**src/rtl/wb_regfile_pkg.sv**
```systemverilog
// Pipeline-wide constants shared by the ID/EX/MEM/WB blocks.
package wb_regfile_pkg;
  localparam int DATA_W  = 32;
  localparam int ADDR_W  = 5;
  localparam int REG_NUM = 2 ** ADDR_W;
  localparam logic [DATA_W-1:0] ZERO_WORD = '0;

  // Registered MEM/WB write-back bundle.
  typedef struct packed {
    logic [ADDR_W-1:0] waddr;
    logic              wreg;
    logic [DATA_W-1:0] wdata;
    logic              we_hilo;
    logic [DATA_W-1:0] wdata_hi;
    logic [DATA_W-1:0] wdata_lo;
  } wb_bundle_t;
endpackage

```
**src/rtl/hilo_reg.sv**
```systemverilog
// HI/LO register pair with write-through bypass onto the read outputs.
module hilo_reg
  import wb_regfile_pkg::*;
#(
  parameter int DATA_W = wb_regfile_pkg::DATA_W
) (
  input  logic              clk,
  input  logic              rst_,
  input  logic              we,
  input  logic [DATA_W-1:0] wdata_hi,
  input  logic [DATA_W-1:0] wdata_lo,
  output logic [DATA_W-1:0] hi,
  output logic [DATA_W-1:0] lo
);
  logic [DATA_W-1:0] hi_q, lo_q;

  // Both halves always commit together; there is no partial write.
  always_ff @(posedge clk or negedge rst_) begin
    if (!rst_) begin
      hi_q <= '0;
      lo_q <= '0;
    end else if (we) begin
      hi_q <= wdata_hi;
      lo_q <= wdata_lo;
    end
  end

  // Bypass the pending write; force zero while reset is held so the
  // bypass path cannot leak write data during reset.
  assign hi = !rst_ ? '0 : (we ? wdata_hi : hi_q);
  assign lo = !rst_ ? '0 : (we ? wdata_lo : lo_q);
endmodule

```
**src/rtl/wb_regfile.sv**
```systemverilog
// Write-back commit: 32-entry GPR file with two bypassed decode read
// ports, plus the HI/LO pair.
module wb_regfile
  import wb_regfile_pkg::*;
#(
  parameter int DATA_W = wb_regfile_pkg::DATA_W,
  parameter int ADDR_W = wb_regfile_pkg::ADDR_W
) (
  input  logic              clk,
  input  logic              rst_,
  input  logic [ADDR_W-1:0] wb_i_waddr,
  input  logic              wb_i_wreg,
  input  logic [DATA_W-1:0] wb_i_wdata,
  input  logic              wb_i_we_hilo,
  input  logic [DATA_W-1:0] wb_i_wdata_hi,
  input  logic [DATA_W-1:0] wb_i_wdata_lo,
  input  logic              id_re1,
  input  logic              id_re2,
  input  logic [ADDR_W-1:0] id_raddr1,
  input  logic [ADDR_W-1:0] id_raddr2,
  output logic [DATA_W-1:0] id_rdata1,
  output logic [DATA_W-1:0] id_rdata2,
  output logic [DATA_W-1:0] hi_o,
  output logic [DATA_W-1:0] lo_o
);
  localparam int NREG  = 2 ** ADDR_W;
  localparam int NPORT = 2;

  logic [DATA_W-1:0] gpr [NREG];

  logic [NPORT-1:0]             re;
  logic [NPORT-1:0][ADDR_W-1:0] raddr;
  logic [NPORT-1:0][DATA_W-1:0] rdata;

  assign re    = {id_re2, id_re1};
  assign raddr = {id_raddr2, id_raddr1};
  assign id_rdata1 = rdata[0];
  assign id_rdata2 = rdata[1];

  // Commit GPR writes; index 0 is never written so it stays zero.
  always_ff @(posedge clk or negedge rst_) begin
    if (!rst_) begin
      for (int i = 0; i < NREG; i++) gpr[i] <= '0;
    end else if (wb_i_wreg && (wb_i_waddr != '0)) begin
      gpr[wb_i_waddr] <= wb_i_wdata;
    end
  end

  // Read ports: disabled / r0 / reset -> zero, else bypass, else storage.
  for (genvar p = 0; p < NPORT; p++) begin : g_rd
    assign rdata[p] = (!rst_ || !re[p] || (raddr[p] == '0)) ? '0 :
                      (wb_i_wreg && (wb_i_waddr == raddr[p])) ? wb_i_wdata :
                      gpr[raddr[p]];
  end

  hilo_reg #(.DATA_W(DATA_W)) u_hilo (
    .clk      (clk),
    .rst_     (rst_),
    .we       (wb_i_we_hilo),
    .wdata_hi (wb_i_wdata_hi),
    .wdata_lo (wb_i_wdata_lo),
    .hi       (hi_o),
    .lo       (lo_o)
  );
endmodule

```
**config.mk**
```make
export PLATFORM = sky130hd
export DESIGN_NAME = wb_regfile
export DESIGN_NICKNAME = d
export VERILOG_FILES = /design/src/rtl/wb_regfile_pkg.sv /design/src/rtl/hilo_reg.sv /design/src/rtl/wb_regfile.sv
export SDC_FILE = /design/constraint.sdc
export NUM_CORES = 2
export LEC_CHECK = 0
export BUFFER_PORTS_ARGS = -buffer_cell sky130_fd_sc_hd__buf_2
export CAP_MARGIN = 10
export CORE_ASPECT_RATIO = 1.5
export CORE_MARGIN = 3
export CORE_UTILIZATION = 65
export DETAILED_ROUTE_END_ITERATION = 6
export GPL_TIMING_DRIVEN = 0
export PLACE_DENSITY = 0.84
export SYNTH_ARGS = -nofsm -noshare
export SYNTH_HDL_FRONTEND = slang
export SYNTH_SLANG_ARGS = --single-unit
```
**constraint.sdc**
```tcl
create_clock -name clk -period 3.7 [get_ports clk]
set_input_delay 0 -clock clk [delete_from_list [all_inputs] [get_ports clk]]
set_output_delay 0 -clock clk [all_outputs]
set_load 0.02 [all_outputs]
```
==> reports/results.tsv <==
metric	value	unit
timing.critical_path.slowest_stage_cell	buf_2	
switchingPower	0.00995	W
worst_skew_pair.late_latency	0.75	ns
floorplan.rows	133	
initial_core_util	65.6	%
die_area	92400	sq um
number_of_synthesized_flops_with_an_enable_pin	0	
routed_wl	216	mm
total_area_of_multi_input_combinational_cells	28400	sq um
fin_skew	0	ns
status	finished, violations left	
timing.critical_path.mode_cell	buf_2	
violated_checks	negative hold slack, negative setup slack	
critPathArrivalTime	3.78	ns
core_area	87900	sq um
final_net_count	4462	
post-synth-top-count-cell	dfrtp_1	
ports_placed_on_the_boundary	245	
area_share_of_fa_ha_maj_cells_after_synthesis	0	%
fraction_of_power_spent_switching_nets	28.2	%
worst-path-max-fanout	10	
fp.dieH	371	um
combinationalPowerShare	21.1	%
crit_required	3.70	ns
syn_nets	3997	
pwr_density_cell	536	nW/um^2
dpl.hpwl	140	mm
synthDominantCellAreaShare	47.2	%
fin_crit	3.78	ns
final.setup.tns	-0.141	ns
synth-compound-area-share	4.06	%
setup_viol	5	
max_slew.worst_pin.slew	1.42	ns
crit_path_max_incr_delay	0.59	ns
cts_buf_count	103	
endpoint_kind	primary output	
fillers	5193	
wl_per_cell	38.5	um
slew-limit-headroom	5.33	%
port_buffers	229	
part_of_the_total_power_dissipated_in_the_clock_network	34.1	%
ant_nets	0	
ys_warn_count	0	
drc_errors	0	
post_route_cells_drive_above_1_share	46.7	%
dpl_worst_slack	-0.515	ns
power	0.0353	W
synth-simple-area-share	2.54	%
vdd.ir_drop.worst	0.475	mV
clkTransAtPathRegs	0.06	ns
path_category_of_the_worst_min_delay_check	in2async	
cts_tree	done	
cts.htree.levels	3	
first_global_vias	44700	
synthesized_flop_and_latch_total	1088	
grt_first_pass_wirelength	305	mm
worst_slack	-0.0826	ns
route.vias.total	42900	
detail_route.first_pass.iterations	6	
synth.distinct_cells	51	
rsz0062_at_grt	false	
antenna_found_initial	18	
hold_ws	-0.0524	ns
cts.path.max_buffers	3	
internal_power	0.0253	W
cell_area_after_synthesis	57600	sq um
die_w	249	um
async_flop_share	100	%
drt_iter0_drc	5853	
pwr-share-seq	44.8	%
synth_top_cell_by_area	dfrtp_1	
max_freq	264	MHz
final_max_slew_viols	0	
root_buffer	clkbuf_16	
critPathLaunchType	primary input	
synth_top_family_by_area	multiplexers	
synthTopCellsByCount	dfrtp_1 (1088), mux2_2 (998), mux4_2 (482)	
synth_xor_area_share	0.152	%
syn-instance-count	3880	
synthesis.area_per_instance	14.9	sq um
post_drt_via_cell_ratio	7.67	
leakagePower	29.3	nW
number_of_hold_slack_violations_in_the_final_timing_report	37	
ys_seq_area_share	47.2	%
cts.repair_timing.setup_buffer_count	0	
crit_path_cell_trace	clkbuf_1 -> buf_2 -> clkbuf_4 -> nand3b_1 -> clkbuf_2 -> o22ai_1 -> a2111oi_0 -> a21o_1 -> buf_2	
synthTopCellsByArea	dfrtp_1 (47%), mux2_2 (19%), mux4_2 (19%)	
area_growth	14.1	%
global_route.overflow_total	0	
final.period_utilization	102	%
area.sequential	27200	sq um
grt_start_max_net_pins	175	
synth.mux.area_fraction	42.4	%
globalplace.congestion	1.02	
tritoncts_num_sinks	1088	
synthFlopType	dfrtp_1	
maxCapViolCount	0	
worst-setup-path-type	in2out	
grt_use_total	46.6	%
critical path, delay by kind of cell:
family / cells / cell delay [ns]
and+or+nand+nor: 1 / 0.48
AOI/OAI and AO/OA: 3 / 0.87
buffers and inverters: 5 / 2.40
final cells by class:
| cell class | instances | share of cell area, % |
|---|---|---|
| Multi-Input combinational cell | 2328 | 43.1 |
| Sequential cell | 1088 | 41.4 |
| Clock buffer | 138 | 4.52 |
| Timing Repair Buffer | 360 | 4.33 |
| Buffer | 438 | 3.02 |
| Tap cell | 1147 | 2.18 |
| Clock inverter | 49 | 1.20 |
| Inverter | 26 | 0.148 |
| Antenna cell | 17 | 0.0647 |
state kept, by name, indices dropped and copies added, names as in the netlist:
| signal | flops |
|---|---|
| u_hilo.lo_q | 32 |
| gpr | 1024 |
| u_hilo.hi_q | 32 |
kinds of logic after synthesis:
| group | Yosys count |
|---|---|
| compound gates | 326 |
| mux | 1711 |
| simple gates | 281 |
| flops | 1088 |
| buf+inv | 464 |
| xor+xnor | 10 |
layer usage:
| layer | up-vias | wire length, um | GRT usage, % |
|---|---|---|---|
| li1 | 15800 | - | - |
| met1 | 21800 | 67200 | 52.2 |
| met2 | 3911 | 94600 | 67.9 |
| met3 | 1457 | 29200 | 20.1 |
| met4 | 18 | 24200 | 41.5 |
| met5 | - | 275 | 0.582 |
worst paths after layout:
path	startpoint	slack [ns]	endpoint	cells after the start
setup / recovery	id_raddr2[2]	-0.08	id_rdata2[24]	9
hold / removal	rst_	-0.05	gpr[987]	7
setup reg to reg	u_hilo.lo_q[31]	2.36	u_hilo.lo_q[31]	2
hold reg to reg	gpr[992]	0.47	gpr[992]	1
max in group asynchronous	rst_	2.06	gpr[238]	8
min in group clk	wb_i_wdata_lo[9]	0.04	u_hilo.lo_q[9]	3
stage by stage:
stage | std cells | utilization, % | instance area (sq um)
floorplan | 3880 | - | 57600
CTS | 5555 | 74.3 | 65300
detailed placement | 5266 | 68.8 | 60500
global placement | 5256 | 68.5 | 60200
global route | 5574 | 74.8 | 65700
finish | 5591 | 74.8 | 65800
layout by cell type (no fill, tap or decap), types with 66 or more instances in the layout:
cell,count
buf_2,324
dfrtp_1,1088
mux4_2,482
mux2_2,998
a22oi_1,92
clkbuf_16,107
mux2i_1,187
clkbuf_1,265
dlygate4sd3_1,101
nand2_1,100
and2_1,66
what timing repair did:
| action | CTS | global route |
|---|---|---|
| hold endpoints to repair | 978 | 362 |
| hold buffers | 101 | 10 |
| gates resized for setup | 3 | 16 |
| setup endpoints to repair | 31 | 55 |
| cloned | 1 | 1 |
power by group through the flow:
stage / clock, W / sequential [W] / combinational [W]
2_1_floorplan: 0 / 0.0153 / 0.00524
3_3_place_gp: 0 / 0.0157 / 0.00674
3_5_place_dp: 0 / 0.0158 / 0.00701
4_1_cts: 0.0119 / 0.0157 / 0.00718
5_1_grt: 0.0124 / 0.0160 / 0.00776
6_report: 0.0120 / 0.0158 / 0.00743
Note: power is estimated with default switching activity, not from simulation.
